File: src/rtl/player_motion_if.sv
// Button/hit inputs and pose/coordinate outputs exchanged between the input
// decoder, the movement controller and the renderer/collision logic.
interface player_motion_if #(
  parameter int XW = 11,
  parameter int YW = 10,
  parameter int VW = 7
);
  logic                 tick;
  logic                 right;
  logic                 left;
  logic                 jump;
  logic                 squat;
  logic                 defend;
  logic                 hit;
  logic                 hit_dir;
  logic signed [XW-1:0] x;
  logic signed [YW-1:0] y;
  logic signed [VW-1:0] vy;
  logic [1:0]           state;
  logic                 isD;
  logic                 isQ;
  logic                 isJ;
  logic                 isStun;

  modport master (
    output tick, right, left, jump, squat, defend, hit, hit_dir,
    input  x, y, vy, state, isD, isQ, isJ, isStun
  );

  modport slave (
    input  tick, right, left, jump, squat, defend, hit, hit_dir,
    output x, y, vy, state, isD, isQ, isJ, isStun
  );
endinterface

File: src/rtl/player_motion.sv
// Per-player movement/physics controller: walking, multi-jump with gravity,
// guard and hit-stun with knockback. All state advances only on tick.
module player_motion #(
  parameter int XW          = 11,
  parameter int YW          = 10,
  parameter int VW          = 7,
  parameter int X_MIN       = 16,
  parameter int X_MAX       = 600,
  parameter int X_INIT      = 100,
  parameter int GROUND_Y    = -200,
  parameter int STEP_X      = 4,
  parameter int JUMP_V      = 12,
  parameter int GRAV        = 1,
  parameter int VY_MAX_FALL = 15,
  parameter int AIR_JUMPS   = 1,
  parameter int KB_X        = 6,
  parameter int KB_V        = 8,
  parameter int STUN_TICKS  = 20
) (
  input logic            clk,
  input logic            rst_n,
  player_motion_if.slave bus
);
  typedef enum logic [1:0] {
    ST_GROUND = 2'd0,
    ST_AIR    = 2'd1,
    ST_STUN   = 2'd2
  } state_t;

  localparam int SW       = $clog2(STUN_TICKS + 1);
  localparam int AW       = (AIR_JUMPS > 0) ? $clog2(AIR_JUMPS + 1) : 1;
  localparam int KB_H     = KB_X / 2;
  localparam int FALL_NEG = -VY_MAX_FALL;

  localparam logic signed [XW:0]   X_MIN_E  = X_MIN[XW:0];
  localparam logic signed [XW:0]   X_MAX_E  = X_MAX[XW:0];
  localparam logic signed [XW-1:0] X_MIN_V  = X_MIN[XW-1:0];
  localparam logic signed [XW-1:0] X_MAX_V  = X_MAX[XW-1:0];
  localparam logic signed [XW-1:0] X_INIT_V = X_INIT[XW-1:0];
  localparam logic signed [XW:0]   STEP_E   = STEP_X[XW:0];
  localparam logic signed [XW:0]   KB_E     = KB_X[XW:0];
  localparam logic signed [XW:0]   KB_H_E   = KB_H[XW:0];
  localparam logic signed [YW:0]   GROUND_E = GROUND_Y[YW:0];
  localparam logic signed [YW-1:0] GROUND_V = GROUND_Y[YW-1:0];
  localparam logic signed [VW:0]   GRAV_E   = GRAV[VW:0];
  localparam logic signed [VW:0]   FALL_E   = FALL_NEG[VW:0];
  localparam logic signed [VW-1:0] FALL_V   = FALL_NEG[VW-1:0];
  localparam logic signed [VW-1:0] JUMP_V_V = JUMP_V[VW-1:0];
  localparam logic signed [VW-1:0] KB_V_V   = KB_V[VW-1:0];
  localparam logic [SW-1:0]        STUN_V   = STUN_TICKS[SW-1:0];
  localparam logic [AW-1:0]        AIRJ_V   = AIR_JUMPS[AW-1:0];

  function automatic logic signed [XW-1:0] clamp_x(input logic signed [XW:0] v);
    if (v < X_MIN_E) begin
      return X_MIN_V;
    end else if (v > X_MAX_E) begin
      return X_MAX_V;
    end else begin
      return v[XW-1:0];
    end
  endfunction

  state_t                state_r, state_n_s;
  logic signed [XW-1:0]  x_r, x_n_s;
  logic signed [YW-1:0]  y_r, y_n_s;
  logic signed [VW-1:0]  vy_r, vy_n_s;
  logic [SW-1:0]         stun_cnt_r, stun_cnt_n_s, cnt_dec_s;
  logic [AW-1:0]         air_left_r, air_left_n_s;
  logic                  jump_prev_r, jump_prev_n_s;
  logic                  kb_dir_r, kb_dir_n_s;
  logic                  jump_edge_s, land_s;
  logic signed [XW:0]    x_ext_s, move_s, kb_s;
  logic signed [YW:0]    y_sum_s;
  logic signed [VW:0]    vy_dec_s;
  logic signed [VW-1:0]  vy_fall_s;

  assign jump_edge_s = bus.jump & ~jump_prev_r;
  assign x_ext_s     = {x_r[XW-1], x_r};
  assign kb_s        = kb_dir_r ? KB_E : -KB_E;
  assign y_sum_s     = {y_r[YW-1], y_r} + {{(YW + 1 - VW){vy_r[VW-1]}}, vy_r};
  assign vy_dec_s    = {vy_r[VW-1], vy_r} - GRAV_E;
  assign vy_fall_s   = (vy_dec_s < FALL_E) ? FALL_V : vy_dec_s[VW-1:0];
  assign land_s      = (y_sum_s <= GROUND_E);
  assign cnt_dec_s   = (stun_cnt_r == {SW{1'b0}}) ? {SW{1'b0}}
                                                  : stun_cnt_r - {{(SW-1){1'b0}}, 1'b1};

  // Walk direction: opposing buttons cancel.
  always_comb begin
    if (bus.right && !bus.left) begin
      move_s = STEP_E;
    end else if (bus.left && !bus.right) begin
      move_s = -STEP_E;
    end else begin
      move_s = {(XW+1){1'b0}};
    end
  end

  // Next-state and datapath update for one frame tick.
  always_comb begin
    state_n_s     = state_r;
    x_n_s         = x_r;
    y_n_s         = y_r;
    vy_n_s        = vy_r;
    stun_cnt_n_s  = stun_cnt_r;
    air_left_n_s  = air_left_r;
    jump_prev_n_s = jump_prev_r;
    kb_dir_n_s    = kb_dir_r;
    if (bus.tick) begin
      jump_prev_n_s = bus.jump;
      case (state_r)
        ST_GROUND: begin
          if (bus.hit && !bus.defend) begin
            state_n_s    = ST_STUN;
            stun_cnt_n_s = STUN_V;
            vy_n_s       = KB_V_V;
            kb_dir_n_s   = bus.hit_dir;
          end else if (bus.hit) begin
            x_n_s = clamp_x(x_ext_s + (bus.hit_dir ? KB_H_E : -KB_H_E));
          end else if (bus.defend || bus.squat) begin
            x_n_s = x_r;
          end else if (jump_edge_s) begin
            state_n_s    = ST_AIR;
            vy_n_s       = JUMP_V_V;
            air_left_n_s = AIRJ_V;
            x_n_s        = clamp_x(x_ext_s + move_s);
          end else begin
            x_n_s = clamp_x(x_ext_s + move_s);
          end
        end
        ST_AIR: begin
          if (bus.hit) begin
            state_n_s    = ST_STUN;
            stun_cnt_n_s = STUN_V;
            vy_n_s       = KB_V_V;
            kb_dir_n_s   = bus.hit_dir;
          end else begin
            // An air jump freezes y for this tick; otherwise integrate and land.
            if (jump_edge_s && (air_left_r != {AW{1'b0}})) begin
              vy_n_s       = JUMP_V_V;
              air_left_n_s = air_left_r - {{(AW-1){1'b0}}, 1'b1};
            end else if (land_s) begin
              y_n_s     = GROUND_V;
              vy_n_s    = {VW{1'b0}};
              state_n_s = ST_GROUND;
            end else begin
              y_n_s  = y_sum_s[YW-1:0];
              vy_n_s = vy_fall_s;
            end
            x_n_s = clamp_x(x_ext_s + move_s);
          end
        end
        ST_STUN: begin
          x_n_s        = clamp_x(x_ext_s + kb_s);
          stun_cnt_n_s = cnt_dec_s;
          if (land_s) begin
            y_n_s  = GROUND_V;
            vy_n_s = {VW{1'b0}};
          end else begin
            y_n_s  = y_sum_s[YW-1:0];
            vy_n_s = vy_fall_s;
          end
          if (cnt_dec_s == {SW{1'b0}}) begin
            state_n_s    = land_s ? ST_GROUND : ST_AIR;
            air_left_n_s = {AW{1'b0}};
          end else begin
            state_n_s = ST_STUN;
          end
        end
        default: begin
          state_n_s = ST_GROUND;
        end
      endcase
    end else begin
      jump_prev_n_s = jump_prev_r;
    end
  end

  // State and datapath registers.
  always_ff @(posedge clk or negedge rst_n) begin
    if (!rst_n) begin
      state_r     <= ST_GROUND;
      x_r         <= X_INIT_V;
      y_r         <= GROUND_V;
      vy_r        <= {VW{1'b0}};
      stun_cnt_r  <= {SW{1'b0}};
      air_left_r  <= {AW{1'b0}};
      jump_prev_r <= 1'b0;
      kb_dir_r    <= 1'b0;
    end else begin
      state_r     <= state_n_s;
      x_r         <= x_n_s;
      y_r         <= y_n_s;
      vy_r        <= vy_n_s;
      stun_cnt_r  <= stun_cnt_n_s;
      air_left_r  <= air_left_n_s;
      jump_prev_r <= jump_prev_n_s;
      kb_dir_r    <= kb_dir_n_s;
    end
  end

  assign bus.x      = x_r;
  assign bus.y      = y_r;
  assign bus.vy     = vy_r;
  assign bus.state  = state_r;
  assign bus.isD    = bus.defend & (state_r == ST_GROUND);
  assign bus.isQ    = bus.squat & ~bus.defend & (state_r == ST_GROUND);
  assign bus.isJ    = (state_r == ST_AIR);
  assign bus.isStun = (state_r == ST_STUN);
endmodule

File: src/flat_wrapper.sv
// flat-port wrapper written by rule: the top's interface ports become plain ports
module player_motion_flat 
#(
  parameter int XW          = 11,
  parameter int YW          = 10,
  parameter int VW          = 7,
  parameter int X_MIN       = 16,
  parameter int X_MAX       = 600,
  parameter int X_INIT      = 100,
  parameter int GROUND_Y    = -200,
  parameter int STEP_X      = 4,
  parameter int JUMP_V      = 12,
  parameter int GRAV        = 1,
  parameter int VY_MAX_FALL = 15,
  parameter int AIR_JUMPS   = 1,
  parameter int KB_X        = 6,
  parameter int KB_V        = 8,
  parameter int STUN_TICKS  = 20
)
  (clk, rst_n, bus_tick, bus_right, bus_left, bus_jump, bus_squat, bus_defend, bus_hit, bus_hit_dir, bus_x, bus_y, bus_vy, bus_state, bus_isD, bus_isQ, bus_isJ, bus_isStun);
  player_motion_if #(.XW(XW), .YW(YW), .VW(VW)) bus_i ();
  input logic clk;
  input logic rst_n;
  input wire logic [$bits(bus_i.tick)-1:0] bus_tick;
  input wire logic [$bits(bus_i.right)-1:0] bus_right;
  input wire logic [$bits(bus_i.left)-1:0] bus_left;
  input wire logic [$bits(bus_i.jump)-1:0] bus_jump;
  input wire logic [$bits(bus_i.squat)-1:0] bus_squat;
  input wire logic [$bits(bus_i.defend)-1:0] bus_defend;
  input wire logic [$bits(bus_i.hit)-1:0] bus_hit;
  input wire logic [$bits(bus_i.hit_dir)-1:0] bus_hit_dir;
  output wire logic [$bits(bus_i.x)-1:0] bus_x;
  output wire logic [$bits(bus_i.y)-1:0] bus_y;
  output wire logic [$bits(bus_i.vy)-1:0] bus_vy;
  output wire logic [$bits(bus_i.state)-1:0] bus_state;
  output wire logic [$bits(bus_i.isD)-1:0] bus_isD;
  output wire logic [$bits(bus_i.isQ)-1:0] bus_isQ;
  output wire logic [$bits(bus_i.isJ)-1:0] bus_isJ;
  output wire logic [$bits(bus_i.isStun)-1:0] bus_isStun;
  assign bus_i.tick = bus_tick;
  assign bus_i.right = bus_right;
  assign bus_i.left = bus_left;
  assign bus_i.jump = bus_jump;
  assign bus_i.squat = bus_squat;
  assign bus_i.defend = bus_defend;
  assign bus_i.hit = bus_hit;
  assign bus_i.hit_dir = bus_hit_dir;
  assign bus_x = bus_i.x;
  assign bus_y = bus_i.y;
  assign bus_vy = bus_i.vy;
  assign bus_state = bus_i.state;
  assign bus_isD = bus_i.isD;
  assign bus_isQ = bus_i.isQ;
  assign bus_isJ = bus_i.isJ;
  assign bus_isStun = bus_i.isStun;
  player_motion #(.XW(XW), .YW(YW), .VW(VW), .X_MIN(X_MIN), .X_MAX(X_MAX), .X_INIT(X_INIT), .GROUND_Y(GROUND_Y), .STEP_X(STEP_X), .JUMP_V(JUMP_V), .GRAV(GRAV), .VY_MAX_FALL(VY_MAX_FALL), .AIR_JUMPS(AIR_JUMPS), .KB_X(KB_X), .KB_V(KB_V), .STUN_TICKS(STUN_TICKS)) u_core (.clk(clk), .rst_n(rst_n), .bus(bus_i));
endmodule
File: config.mk
export PLATFORM = sky130hd
export DESIGN_NAME = player_motion_flat
export DESIGN_NICKNAME = d
export VERILOG_FILES = /design/src/rtl/player_motion_if.sv /design/src/rtl/player_motion.sv /design/src/flat_wrapper.sv
export SDC_FILE = /design/constraint.sdc
export NUM_CORES = 1
export LEC_CHECK = 0
export BUFFER_PORTS_ARGS = -buffer_cell sky130_fd_sc_hd__buf_2
export CAP_MARGIN = 10
export CORE_MARGIN = 2
export CORE_UTILIZATION = 42
export CTS_CLUSTER_DIAMETER = 60
export DETAILED_ROUTE_END_ITERATION = 12
export PLACE_DENSITY_LB_ADDON = 0.25
export SLEW_MARGIN = 40
export SYNTH_ARGS = -nofsm -noshare
export SYNTH_HDL_FRONTEND = slang
export SYNTH_SLANG_ARGS = --single-unit
File: constraint.sdc
create_clock -name clk -period 3.1 [get_ports clk]
set_input_delay 0 -clock clk [delete_from_list [all_inputs] [get_ports clk]]
set_output_delay 0 -clock clk [all_outputs]
set_load 0.005 [all_outputs]
==> parameters.txt <==
Parameter                              Value

GRT
  Global-route wire length before repair    22,000 um
  Antenna violations before repair    0
  Pin count of the biggest net entering global routing    39
  Total routing resource utilization after global routing    23.1%
  Sum of overflow across all layers after global routing    0
  Number of global-route vias before repair    4,581

Setup path
  Required time at the worst-slack endpoint    3.28 ns
  Worst setup path start    u_core.bus.x[2]
  Worst path buffer plus inverter count    0
  Largest driver fanout on the critical path    4
  Endpoint kind of the worst setup timing path    flip-flop
  Worst reg2reg endpoint    u_core.bus.x[8]
  Kind of cell adding the most delay to the critical path    compound AO/OA/AOI/OAI gates
  Master of the slowest instance on the critical path    sky130_fd_sc_hd__dfstp_2
  CP Cell Sequence    ha_1 > a211o_1 > a211o_1 > a211oi_2 > o31a_1 > nand3_2 > and4bb_2 > nor2b_2 > a211oi_2 > a22oi_1
  Arrival time at the worst endpoint    3.24 ns
  Worst setup slack for register-to-register paths    0.04 ns
  Beginning of the worst register-to-register path    u_core.bus.x[2]
  CP Launch Type    flip-flop
  Number of cell instances on the worst register-to-register path    10
  Largest stage delay, worst path    0.57 ns
  Critical path class    flip-flop to flip-flop

Finish
  Number of fill cells    1,041
  Net total in the final layout    734
  Synth-to-Final Area Change    22.0%
  Area taken by multi-input logic gates    3690 um^2
  Post-layout instance area    5670 um^2
  Ratio of cells with drive above 1 in the final layout    25.4%
  Number of antenna repair diodes    0
  FF+latch area    962 um^2
  Fin util    52.3%

Synthesis
  Count leader, synth    sky130_fd_sc_hd__nand2_1
  Total of flip-flops plus latches after synthesis    38
  Flip-flop cell with the highest count after synthesis    sky130_fd_sc_hd__dfrtp_1
  Synth cell count leaders    sky130_fd_sc_hd__nand2_1 (54), sky130_fd_sc_hd__nor2_1 (53), sky130_fd_sc_hd__o21ai_0 (48)
  Number of standard cells after synthesis    597
  Syn Nets    652
  Area share of the largest cell type after synthesis    16.1%
  Count of synthesis-stage warnings from yosys    0
  Post-synth design cell area    4650 um^2
  Most area-consuming cells after synthesis    sky130_fd_sc_hd__dfrtp_1 (16%), sky130_fd_sc_hd__ha_1 (11%), sky130_fd_sc_hd__o21ai_0 (5.2%)
  Yosys cell types    90
  Part of the Yosys area used for sequential elements    20.7%
  Per-instance average area after synthesis    7.79 um^2
  Post-synth ARST share    100%
  Count of flip-flops with a built-in enable after synthesis    0
  Cell type with the highest aggregate area in the netlist    sky130_fd_sc_hd__dfrtp_1

Timing
  Post-layout minimum cycle time    3.06 ns
  Headroom to the max-slew limit    45.7%
  Final setup violation count    0
  Period utilization    98.7%
  Hold Vio Cnt, Final    0
  RSZ-0062 raised after global routing    yes
  Fmax    0.327 GHz
  Clock Skews    0.00598 ns
  Slew @ Worst Pin    0.806 ns
  Slew Viols, Final    0

Min path
  Number of cells on the worst hold path    2
  Worst min-delay path startpoint    bus_tick
  Hold/Removal Path Class    primary input to flip-flop
  Hold worst-path end    u_core.jump_prev_r

CTS
  CTS clock-pin slew for the worst setup and hold paths    0.09 ns
  CTS buffer count    5
  CTS tree    built
  Clk sink count    38
  Worst-case clock buffer depth    2
  CTS Root Cell    sky130_fd_sc_hd__clkbuf_8
  Skew-Pair Late Insertion Delay    0.30 ns
  Number of H-tree levels    2

Pwr
  Total power per unit cell area    1350 nW/um^2
  Comb pwr share    81.8%
  Power Total    0.00768 W
  Total internal power    0.00372 W
  Part of the power in the clock network    5.1%
  Leakage power total    2.46 nW
  Peak supply drop    0.596 mV
  Share of total power consumed by net switching    51.7%
  Psw    0.00397 W
  Part of the total power dissipated in sequential elements    13.2%

Placed design
  HPWL Detailed    10,500 um
  Weighted congestion reported at the end of routability-driven placement    0.952
  Cell area after placement    5270 um^2
  Buffers on Ports    43

Floorplan
  Die ar.    11,900 um^2
  Area of the core    10,800 um^2
  Initial core utilization    42.9%
  Std cell rows    38
  Top Ports    44
  DIE WIDTH    109 um
  DIE HEIGHT    109 um

Routing
  Number of violations reported at the end of detailed-routing iteration 0    337
  First-pass iteration count of the detailed router    5
  Total Routed Length    14,100 um
  Remaining design rule violation count    0
  Final antenna-violating net count    0
  Via density per instance    6.05
  Routed vias    4,958
  Avg WL per Cell    17.2 um

Status
  Run status    complete, no violations

Run
  Max_cap viols    0
-- cells by family (layout without fill, tap and decap cells) --
logic type / after synthesis / in the layout / synth area share [%]
multiplexers: 4 / 4 / 0.915
XOR/XNOR: 29 / 29 / 5.46
buffers and inverters: 55 / 138 / 4.84
AO/OA/AOI/OAI: 212 / 212 / 31.2
adder cells (fa/ha/maj): 45 / 45 / 12.6
flip-flops: 38 / 38 / 20.7
AND/OR/NAND/NOR: 214 / 214 / 24.3
-- flip-flops by register name, summed over array words and instances (netlist names) --
signal and cells:
u_core.bus.x 11, u_core.air_left_r 1, u_core.bus.vy 7, u_core.stun_cnt_r 5
u_core.jump_prev_r 1, u_core.kb_dir_r 1, u_core.bus.state 2, u_core.bus.y 10
-- worst max path at each step --
stage	slack (ns)	to	cells after the start
2_1_floorplan	0.22	u_core.bus.x[1]	10
3_5_place_dp	-0.06	u_core.bus.vy[4]	10
5_1_grt	-0.09	u_core.bus.x[8]	10
4_1_cts	0.008	u_core.bus.x[8]	10
6_report	0.04	u_core.bus.x[8]	10
3_3_place_gp	0.002	u_core.bus.vy[4]	10
-- cells in the final DEF (no fill, tap or decap), types with 5 or more instances in the layout --
cell / instances
sky130_fd_sc_hd__buf_4: 52
sky130_fd_sc_hd__nor3_1: 18
sky130_fd_sc_hd__nor2b_1: 10
sky130_fd_sc_hd__o211ai_1: 5
sky130_fd_sc_hd__a21oi_2: 6
sky130_fd_sc_hd__or3_1: 8
sky130_fd_sc_hd__a21oi_1: 39
sky130_fd_sc_hd__a21o_1: 8
sky130_fd_sc_hd__nand2b_1: 12
sky130_fd_sc_hd__a31oi_1: 9
sky130_fd_sc_hd__buf_2: 42
sky130_fd_sc_hd__dfrtp_1: 29
sky130_fd_sc_hd__xnor2_1: 19
sky130_fd_sc_hd__nor4_1: 5
sky130_fd_sc_hd__nand3_1: 8
sky130_fd_sc_hd__a211oi_1: 6
sky130_fd_sc_hd__nand2_1: 54
sky130_fd_sc_hd__clkbuf_8: 6
sky130_fd_sc_hd__o21ai_1: 7
sky130_fd_sc_hd__inv_1: 32
sky130_fd_sc_hd__dfstp_2: 8
sky130_fd_sc_hd__ha_1: 38
sky130_fd_sc_hd__and2_1: 8
sky130_fd_sc_hd__o21a_1: 16
sky130_fd_sc_hd__nor2_1: 53
sky130_fd_sc_hd__o22ai_1: 6
sky130_fd_sc_hd__o21ai_0: 45
sky130_fd_sc_hd__xor2_1: 8
-- per-layer routing --
layer  track usage [%]  vias up  part of all wire [%]
met2              38.2      179                    47
met3              2.45       20                   5.8
met5                 0        -                     0
li1                  -     2383                     -
met1              31.7     2376                    45
met4              6.87        0                   1.7
-- power by group through the flow --
stage	clock (W)	combinational [W]	sequential (W)
CTS	0.000400	0.00555	0.00101
floorplan	0	0.00379	0.000997
global route	0.000414	0.00686	0.00104
detailed placement	0	0.00544	0.00102
finish	0.000390	0.00628	0.00101
global placement	0	0.00538	0.00101
-- cell type report --
class,count,area share (%)
multi-input combinational,504,65.0
sequential,38,17.0
timing repair buffer,96,10.9
tap,140,3.09
inverter,34,2.29
clock buffer,6,1.46
clock inverter,2,0.221
-- per-stage QoR --
step	setup slack, ns	cells	hold slack, ns	TNS [ns]
6_report	0.0412	820	0.0352	0
2_1_floorplan	0.215	597	-0.296	0
5_1_grt	-0.0919	820	0.0390	-0.383
4_1_cts	0.00842	812	0.0224	0
3_5_place_dp	-0.0573	802	0.0218	-0.0876
3_3_place_gp	0.00204	802	0.177	0
-- timing repair --
action	in CTS	in global routing
hold buffers	2	0
setup endpoints to repair	4	24
gates resized for setup	6	44
pin swaps	0	17
setup buffers	0	8
endpoints found under the hold margin	31	0
Power figures use the tool's default switching activity.
